`src/rtl/serial_adder_pkg.sv`:
```
// rtl/serial_adder_pkg.sv - shared FSM state type and nibble width for the serial adder
package serial_adder_pkg;

    localparam int NIBBLE_W = 4;

    typedef enum logic [1:0] {
        IDLE = 2'd0,
        RUN  = 2'd1,
        DONE = 2'd2
    } state_t;

endpackage

```
`src/rtl/adder4_slice.sv`:
```
// rtl/adder4_slice.sv - 4-bit combinational adder slice with carry in/out
module adder4_slice
    import serial_adder_pkg::*;
(
    input  logic [NIBBLE_W-1:0] a,
    input  logic [NIBBLE_W-1:0] b,
    input  logic                cin,
    output logic [NIBBLE_W-1:0] sum,
    output logic                cout
);

    // Plain ripple of one nibble; the serial engine reuses this slice every cycle
    always_comb begin
        {cout, sum} = {1'b0, a} + {1'b0, b} + {{NIBBLE_W{1'b0}}, cin};
    end

endmodule

```
`src/rtl/nibble_serial_adder.sv`:
```
// rtl/nibble_serial_adder.sv - nibble-serial adder, optional signed-overflow port under SERIAL_ADDER_OVF_EN
module nibble_serial_adder
    import serial_adder_pkg::*;
#(
    parameter int WIDTH = 16
)
(
    input  logic             clk,
    input  logic             rst,
    input  logic             in_valid,
    output logic             in_ready,
    input  logic [WIDTH-1:0] a,
    input  logic [WIDTH-1:0] b,
    input  logic             cin,
    output logic             out_valid,
    input  logic             out_ready,
    output logic [WIDTH-1:0] sum,
    output logic             cout
`ifdef SERIAL_ADDER_OVF_EN
    ,
    output logic             ovf
`endif
);

    // WIDTH must be a multiple of 4 and at least 8, so there is always at least
    // one RUN cycle after the nibble handled at the handshake.
    localparam int NIBBLES = WIDTH / NIBBLE_W;
    localparam int CNT_W   = $clog2(NIBBLES);
    localparam logic [CNT_W-1:0] CNT_LAST = CNT_W'(NIBBLES - 2);

    state_t state_q, state_d;
    logic [CNT_W-1:0] cnt_q, cnt_d;
    logic [WIDTH-1:0] a_q, a_d;
    logic [WIDTH-1:0] b_q, b_d;
    logic [WIDTH-1:0] sum_q, sum_d;
    logic             carry_q, carry_d;

    logic accept;
    logic last;

    logic [NIBBLE_W-1:0] nib_a;
    logic [NIBBLE_W-1:0] nib_b;
    logic                nib_cin;
    logic [NIBBLE_W-1:0] nib_sum;
    logic                nib_cout;

`ifdef SERIAL_ADDER_OVF_EN
    logic ovf_q, ovf_d;
`endif

    // State register
    always_ff @(posedge clk or posedge rst) begin
        if (rst) begin
            state_q <= IDLE;
        end else begin
            state_q <= state_d;
        end
    end

    // Next-state and handshake outputs; the handshake cycle itself adds nibble 0,
    // RUN adds nibbles 1..NIBBLES-1, which puts out_valid NIBBLES cycles after accept
    always_comb begin
        state_d   = state_q;
        in_ready  = 1'b0;
        out_valid = 1'b0;
        accept    = 1'b0;
        last      = 1'b0;
        case (state_q)
            IDLE: begin
                in_ready = 1'b1;
                if (in_valid) begin
                    accept  = 1'b1;
                    state_d = RUN;
                end
            end
            RUN: begin
                if (cnt_q == CNT_LAST) begin
                    last    = 1'b1;
                    state_d = DONE;
                end
            end
            DONE: begin
                out_valid = 1'b1;
                if (out_ready) begin
                    in_ready = 1'b1;
                    if (in_valid) begin
                        accept  = 1'b1;
                        state_d = RUN;
                    end else begin
                        state_d = IDLE;
                    end
                end
            end
            default: state_d = IDLE;
        endcase
    end

    // Slice operands come straight from the ports on the accept cycle, else from the shifters
    always_comb begin
        nib_a   = accept ? a[NIBBLE_W-1:0] : a_q[NIBBLE_W-1:0];
        nib_b   = accept ? b[NIBBLE_W-1:0] : b_q[NIBBLE_W-1:0];
        nib_cin = accept ? cin : carry_q;
    end

    adder4_slice u_slice (
        .a    (nib_a),
        .b    (nib_b),
        .cin  (nib_cin),
        .sum  (nib_sum),
        .cout (nib_cout)
    );

    // Datapath next state: operands shift right, result fills from the top
    always_comb begin
        a_d     = a_q;
        b_d     = b_q;
        sum_d   = sum_q;
        carry_d = carry_q;
        cnt_d   = cnt_q;
        if (accept) begin
            a_d     = a >> NIBBLE_W;
            b_d     = b >> NIBBLE_W;
            sum_d   = {nib_sum, sum_q[WIDTH-1:NIBBLE_W]};
            carry_d = nib_cout;
            cnt_d   = '0;
        end else if (state_q == RUN) begin
            a_d     = a_q >> NIBBLE_W;
            b_d     = b_q >> NIBBLE_W;
            sum_d   = {nib_sum, sum_q[WIDTH-1:NIBBLE_W]};
            carry_d = nib_cout;
            if (!last) begin
                cnt_d = cnt_q + CNT_W'(1);
            end
        end
    end

    // Datapath registers
    always_ff @(posedge clk or posedge rst) begin
        if (rst) begin
            a_q     <= '0;
            b_q     <= '0;
            sum_q   <= '0;
            carry_q <= 1'b0;
            cnt_q   <= '0;
        end else begin
            a_q     <= a_d;
            b_q     <= b_d;
            sum_q   <= sum_d;
            carry_q <= carry_d;
            cnt_q   <= cnt_d;
        end
    end

    // After the last nibble the registered carry is the MSB carry-out
    assign sum  = sum_q;
    assign cout = carry_q;

`ifdef SERIAL_ADDER_OVF_EN
    // Carry into the MSB is recovered from the top sum bit; overflow is it XOR carry-out
    always_comb begin
        ovf_d = ovf_q;
        if (last) begin
            ovf_d = (nib_sum[NIBBLE_W-1] ^ nib_a[NIBBLE_W-1] ^ nib_b[NIBBLE_W-1]) ^ nib_cout;
        end
    end

    // Overflow flag register
    always_ff @(posedge clk or posedge rst) begin
        if (rst) begin
            ovf_q <= 1'b0;
        end else begin
            ovf_q <= ovf_d;
        end
    end

    assign ovf = ovf_q;
`endif

endmodule
```
`config.mk`:
```
export PLATFORM = sky130hd
export DESIGN_NAME = nibble_serial_adder
export DESIGN_NICKNAME = d
export VERILOG_FILES = /design/src/rtl/serial_adder_pkg.sv /design/src/rtl/adder4_slice.sv /design/src/rtl/nibble_serial_adder.sv
export SDC_FILE = /design/constraint.sdc
export NUM_CORES = 1
export LEC_CHECK = 0
export ABC_AREA = 1
export BUFFER_PORTS_ARGS = -buffer_cell sky130_fd_sc_hd__buf_2
export CAP_MARGIN = 10
export CORE_MARGIN = 3
export CORE_UTILIZATION = 30
export DETAILED_ROUTE_END_ITERATION = 12
export PLACE_DENSITY = 0.58
export SLEW_MARGIN = 30
export SYNTH_ARGS = -nofsm -noshare
export SYNTH_HDL_FRONTEND = slang
export SYNTH_SLANG_ARGS = --single-unit
```
`constraint.sdc`:
```
create_clock -name clk -period 5.45 [get_ports clk]
set_clock_uncertainty 0.15 [all_clocks]
set_input_delay 0.8175 -clock clk [delete_from_list [all_inputs] [get_ports clk]]
set_output_delay 0.8175 -clock clk [all_outputs]
set_load 0.05 [all_outputs]
```
Word level (Yosys, flattened, before mapping)
Cells that the tools add are included.
{"block": "totals", "regBits": 53, "latchBits": 0, "ramBits": 0, "mem_bits_ro": 0, "output_inout_bits": 19, "word_cells": 47, "memories": 0}
{"block": "op_classes", "addsub": 3, "mul": 0, "n_div": 0, "n_lt_le_gt_ge": 0, "n_eq_ne": 7, "shifts": 0, "n_mux": 27, "n_bitwise": 0, "n_reduce_logical": 4}
{"op": "16-bit two-way mux", "n": 6}
{"op": "2-bit two-way mux", "n": 6}
{"op": "1-bit two-way mux", "n": 10}
{"op": "4-bit two-way mux", "n": 2}
{"op": "2-bit inequality test (second input constant)", "n": 4}
{"op": "2-bit one-hot mux with 3 select lines", "n": 1}
{"op": "4-bit by 4-bit adder with 5-bit output", "n": 1}
{"op": "5-bit by 1-bit adder with 5-bit output", "n": 1}
{"op": "2-bit == test (second input constant)", "n": 2}
{"op": "1-bit one-hot mux with 2 select lines", "n": 2}
{"op": "3-bit AND reduction", "n": 1}
{"op": "2-bit by 1-bit adder with 2-bit output (second input constant)", "n": 1}
{"op": "2-bit by 1-bit == test with 1-bit output (second input constant)", "n": 1}
{"op": "2-bit logical NOT", "n": 1}
{"op": "2-bit AND reduction", "n": 1}
{"op": "2-bit nonzero test", "n": 1}

Depth between registers and ports, before layout
{"block": "logic_depth", "depth_word": 8, "mapped_depth": 13, "depth_no_buf": 12}

Hierarchy
Synthesis repeated with hierarchy kept, for this count alone.
{"block": "hier_totals", "cells_unflattened": 330, "area_unflattened_um2": 2479.9}
{"module": "nibble_serial_adder", "instances": 1, "cells_per_inst": 305, "area_each_um2": 2314.7, "seq_area_each_um2": 1126.1}
{"module": "adder4_slice", "instances": 1, "cells_per_inst": 25, "area_each_um2": 165.2, "seq_area_each_um2": 0.0}

Least setup slack after synthesis
OpenSTA, ideal clock, no wires.
{"block": "synth_path", "path_kind": "input to register", "startpoint": "input port out_ready", "endpoint": "register sum_q[14] (netlist: sum[14])", "arrival_time_ns": 2.500, "path_slack_ns": 2.681, "path_stages": 11, "n_path_buf": 1, "cell_sequence": "inv_1 > nand2_2 > nand3_4 > inv_2 > buf_4 > o21ai_0 > fa_1 > fa_1 > xnor2_1 > nand2_1 > nand2_1"}
{"block": "synth_between", "elab_chain_cells": 7, "elab_cells_between_ends": 10, "cone_classes": "add/sub: 2; mux: 7; reduce/logical: 1"}
{"element": "start, declared", "line": "nibble_serial_adder.sv:16", "text": "input logic out_ready,"}
{"element": "1-bit two-way mux *", "line": "nibble_serial_adder.sv:84", "text": "if (out_ready) begin"}
{"element": "1-bit one-hot mux with 2 select lines *", "line": "nibble_serial_adder.sv:68", "text": "case (state_q)"}
{"element": "4-bit two-way mux (on tied branches)", "line": "nibble_serial_adder.sv:100, nibble_serial_adder.sv:101"}
{"element": "4-bit by 4-bit adder with 5-bit output", "line": "adder4_slice.sv:14", "text": "{cout, sum} = {1'b0, a} + {1'b0, b} + {{NIBBLE_W{1'b0}}, cin};"}
{"element": "5-bit by 1-bit adder with 5-bit output", "line": "adder4_slice.sv:14"}
{"element": "16-bit two-way mux", "line": "nibble_serial_adder.sv:126", "text": "end else if (state_q == RUN) begin"}
{"element": "16-bit two-way mux", "line": "nibble_serial_adder.sv:120", "text": "if (accept) begin"}
{"element": "end signal, assigned", "line": "nibble_serial_adder.sv:148", "text": "sum_q <= sum_d;"}
{"element": "end, declared", "line": "nibble_serial_adder.sv:35", "text": "logic [WIDTH-1:0] sum_q, sum_d;"}
Every way passes the cells marked *; elsewhere a longest branch is shown, timed or not. The select of a mux whose other input is x is not followed.
A chain may end at the register's enable or synchronous reset.

Worst setup path after layout
{"block": "layout_path", "startpoint": "register state_q[0]", "endpoint": "register carry_q (netlist: cout)"}
{"block": "layout_between", "elab_chain_cells": 7, "elab_cells_between_ends": 12, "cone_classes": "add/sub: 2; eq/ne: 2; mux: 6; reduce/logical: 2"}
{"element": "start, declared", "line": "nibble_serial_adder.sv:31", "text": "state_t state_q, state_d;"}
{"element": "start signal, assigned", "line": "nibble_serial_adder.sv:56", "text": "state_q <= state_d;"}
{"element": "2-bit == test or 2-bit logical NOT (tied branches)", "line": "nibble_serial_adder.sv:68"}
{"element": "1-bit one-hot mux with 2 select lines", "line": "nibble_serial_adder.sv:68"}
{"element": "4-bit two-way mux (on tied branches)", "line": "nibble_serial_adder.sv:100, nibble_serial_adder.sv:101"}
{"element": "4-bit by 4-bit adder with 5-bit output", "line": "adder4_slice.sv:14"}
{"element": "5-bit by 1-bit adder with 5-bit output", "line": "adder4_slice.sv:14"}
{"element": "1-bit two-way mux", "line": "nibble_serial_adder.sv:126"}
{"element": "1-bit two-way mux", "line": "nibble_serial_adder.sv:120"}
{"element": "end signal, assigned", "line": "nibble_serial_adder.sv:149", "text": "carry_q <= carry_d;"}
{"element": "end, declared", "line": "nibble_serial_adder.sv:36", "text": "logic carry_q, carry_d;"}
Several ways; a longest one is shown, not always the timed one. The select of a mux whose other input is x is not followed.

==> results.yml <==
outcome:
  status: "complete, no violations"
die:
  dieArea_um2: 8792
  fp.coreArea_um2: 7370
  die_w_um: 93.77
  io_pins: 56
  start_util_pct: 31.36
  rows: 31
  fp.dieH_um: 93.77
timing:
  finalSetupTns_ps: 0
  hold-worst-slack_ps: 322.0
  finalCritPeriodShare_pct: 58.35
  fmax_mhz: 314.5
  period_needed_ps: 3180
  maxSlewHeadroom_pct: 58.10
  hold_viol_final: 0
  maxSlewViolCount: 0
  tightest_slew_ps: 628.4
  setup_violations: 0
  rsz0062_at_grt: "false"
layout:
  antennaDiodeCount: 0
  drive_gt1_share_pct: 21.22
  syn_to_final_growth_pct: 17.97
  num-nets-final: 386
drt:
  ant_nets: 0
  wire_per_inst_um: 11.53
  drc_errors: 0
  vias_per_cell: 4.361
  firstDrtPassIters: 4
  wirelength_mm: 5.109
  vias: 1932
  first_iter_violations: 94
clock_tree:
  numClockSinks: 45
  ctsHtreeMaxLevel: 2
  clockBufferDepth: 2
  post-cts-setup-buffers: 0
  clk_pin_slew_ps: 90
  ctsResizeCount: 0
  cts_made_buffers: 5
  cts_tree: "built"
  hold_buffers: 0
  clk_latency_ps: 290
  root_buffer: "clkbuf_8"
placed_design:
  place.gp.congestion: 0.7775
  portBuffers: 55
  hpwl_mm: 3.650
global_routing:
  grt_pass1_wl_mm: 8.611
  grt_max_degree: 46
  grt.total_usage_pct: 12.24
  overflow: 0
  antenna_found_initial: 0
  grt_pass1_vias: 1923
setup_path:
  crit_type: "reg -> reg"
  crit_start: "state_q[0]$_DFFE_PP0P_"
  r2r-start: "state_q[0]$_DFFE_PP0P_"
  arrival_ps: 3250
  cp-end-kind: "flop"
  required_ps: 5520
  critPathLaunchType: "flop"
  cp_max_fo: 32
hold_path:
  hp-class: "reg -> reg"
  min_from: "sum[2]$_DFFE_PP0P_"
synth:
  ys_seq_area_share_pct: 48.73
  syn_nets: 337
  synth_top_area_share_pct: 48.73
  synth_compound_area_share_pct: 5.306
  synthXorXnorAreaFrac_pct: 0.7580
  ys.flop_type: "dfrtp_1"
  yosysMostFrequentCell: "nand2_1"
  yosysTopAreaCell: "dfrtp_1"
  muxShareOfSynthArea_pct: 0
  yosysWarnings: 0
  syn_avg_cell_area_um2: 7.860
  synth_edf_count: 0
  netlist_instances: 294
  synth_top_family_by_area: "simple AND/OR/NAND/NOR gates"
  ys_top_cells_by_count: "nand2_1 (106), dfrtp_1 (45), nor2_1 (35)"
  synth.distinct_cells: 23
  synth-async-reset-ratio_pct: 100.0
  synth_fa_ha_area_share_pct: 3.898
  netlist_area_um2: 2311
  yosys.area_share.simple_pct: 31.29
  synth.ff_latch_count: 45
  synthTopCellsByArea: "dfrtp_1 (49%), nand2_1 (17%), nor2_1 (5.7%)"
power_and_ir_drop:
  power_leakage_nw: 1.512
  ir_drop_uv: 280.3
  p_per_area_nw_per_um2: 706.9
flow_run:
  maxCapViolations: 0
## logic make-up (layout without fill, tap and decap cells)
group	Yosys count	count (layout)
flip-flops	45	45
adder cells (fa/ha/maj)	6	6
AND/OR/NAND/NOR	173	173
AO/OA/AOI/OAI	23	23
buffers and inverters	45	95
XOR/XNOR	2	2
## worst max-delay path: stages (launching register included)
cell	delay (ps)
dfrtp_1	620
inv_6	170
nand3_4	310
inv_2	440
o21ai_0	190
fa_1	490
fa_1	410
o21ai_0	180
nand2_1	60
o21ai_1	70
## power breakdown
group	internal, mW	switching [mW]	leakage, nW	total [mW]
clock	0.149	0.116	0.0574	0.265
sequential	0.499	0.101	0.562	0.600
combinational	0.322	0.741	0.893	1.06
## flip-flops by register name, summed over array words and instances (netlist names)
| name | flops |
|---|---|
| sum | 16 |
| a_q | 12 |
| b_q | 12 |
| cnt_q | 2 |
| state_q | 2 |
| cout | 1 |
## layer usage
metal / vias to the layer above / part of all wire, % / GRT usage [%]
met5: - / 0 / 0
met4: 0 / 1.1 / 3.249
met3: 6 / 5.6 / 2.885
met2: 49 / 44 / 19.40
met1: 876 / 49 / 16.73
li1: 1001 / - / -
## per-stage QoR
stage | util (%) | worst slack [ps] | power, mW | instances | cell area, µm²
6_report | 36.99 | 2270 | 1.927 | 443 | 2726
2_1_floorplan | - | 2681 | 1.512 | 294 | 2311
4_1_cts | 36.99 | 2244 | 1.949 | 443 | 2726
3_3_place_gp | 35.33 | 1996 | 1.659 | 435 | 2604
3_5_place_dp | 35.37 | 1945 | 1.683 | 435 | 2606
5_1_grt | 36.99 | 2030 | 2.123 | 443 | 2726
## final cells by class
class / instances / area [µm²]
Inverter: 32 / 127.6
Clock buffer: 6 / 82.58
Clock inverter: 2 / 37.54
Fill cell: 811 / 4643
Multi-Input combinational cell: 204 / 953.4
Tap cell: 99 / 123.9
Sequential cell: 45 / 1126
Timing Repair Buffer: 55 / 275.3
## layout by cell type, fill, tap and decap left out, drive strengths merged
cell type and count:
inv 32, nand2 109, dfrtp 45, ha 4, nand4 4, xor2 1
buf 55, clkinvlp 1, clkbuf 6, bufinv 1, nor2 35, a21oi 2
or2 2, nand3 23, fa 2, o21ai 21, xnor2 1
## worst paths after layout
check / endpoint / slack [ps] / cells after the start
min in group asynchronous: sum[1]$_DFFE_PP0P_ / 430 / 2
worst max-delay path: cout$_DFFE_PP0P_ / 2270 / 9
max in group asynchronous: b_q[8]$_DFFE_PP0P_ / 4350 / 2
worst min register to register: sum[2]$_DFFE_PP0P_ / 320 / 2
worst min-delay path: sum[2]$_DFFE_PP0P_ / 320 / 2
worst max register to register: cout$_DFFE_PP0P_ / 2270 / 9
Note: power is estimated with default switching activity, not from simulation.
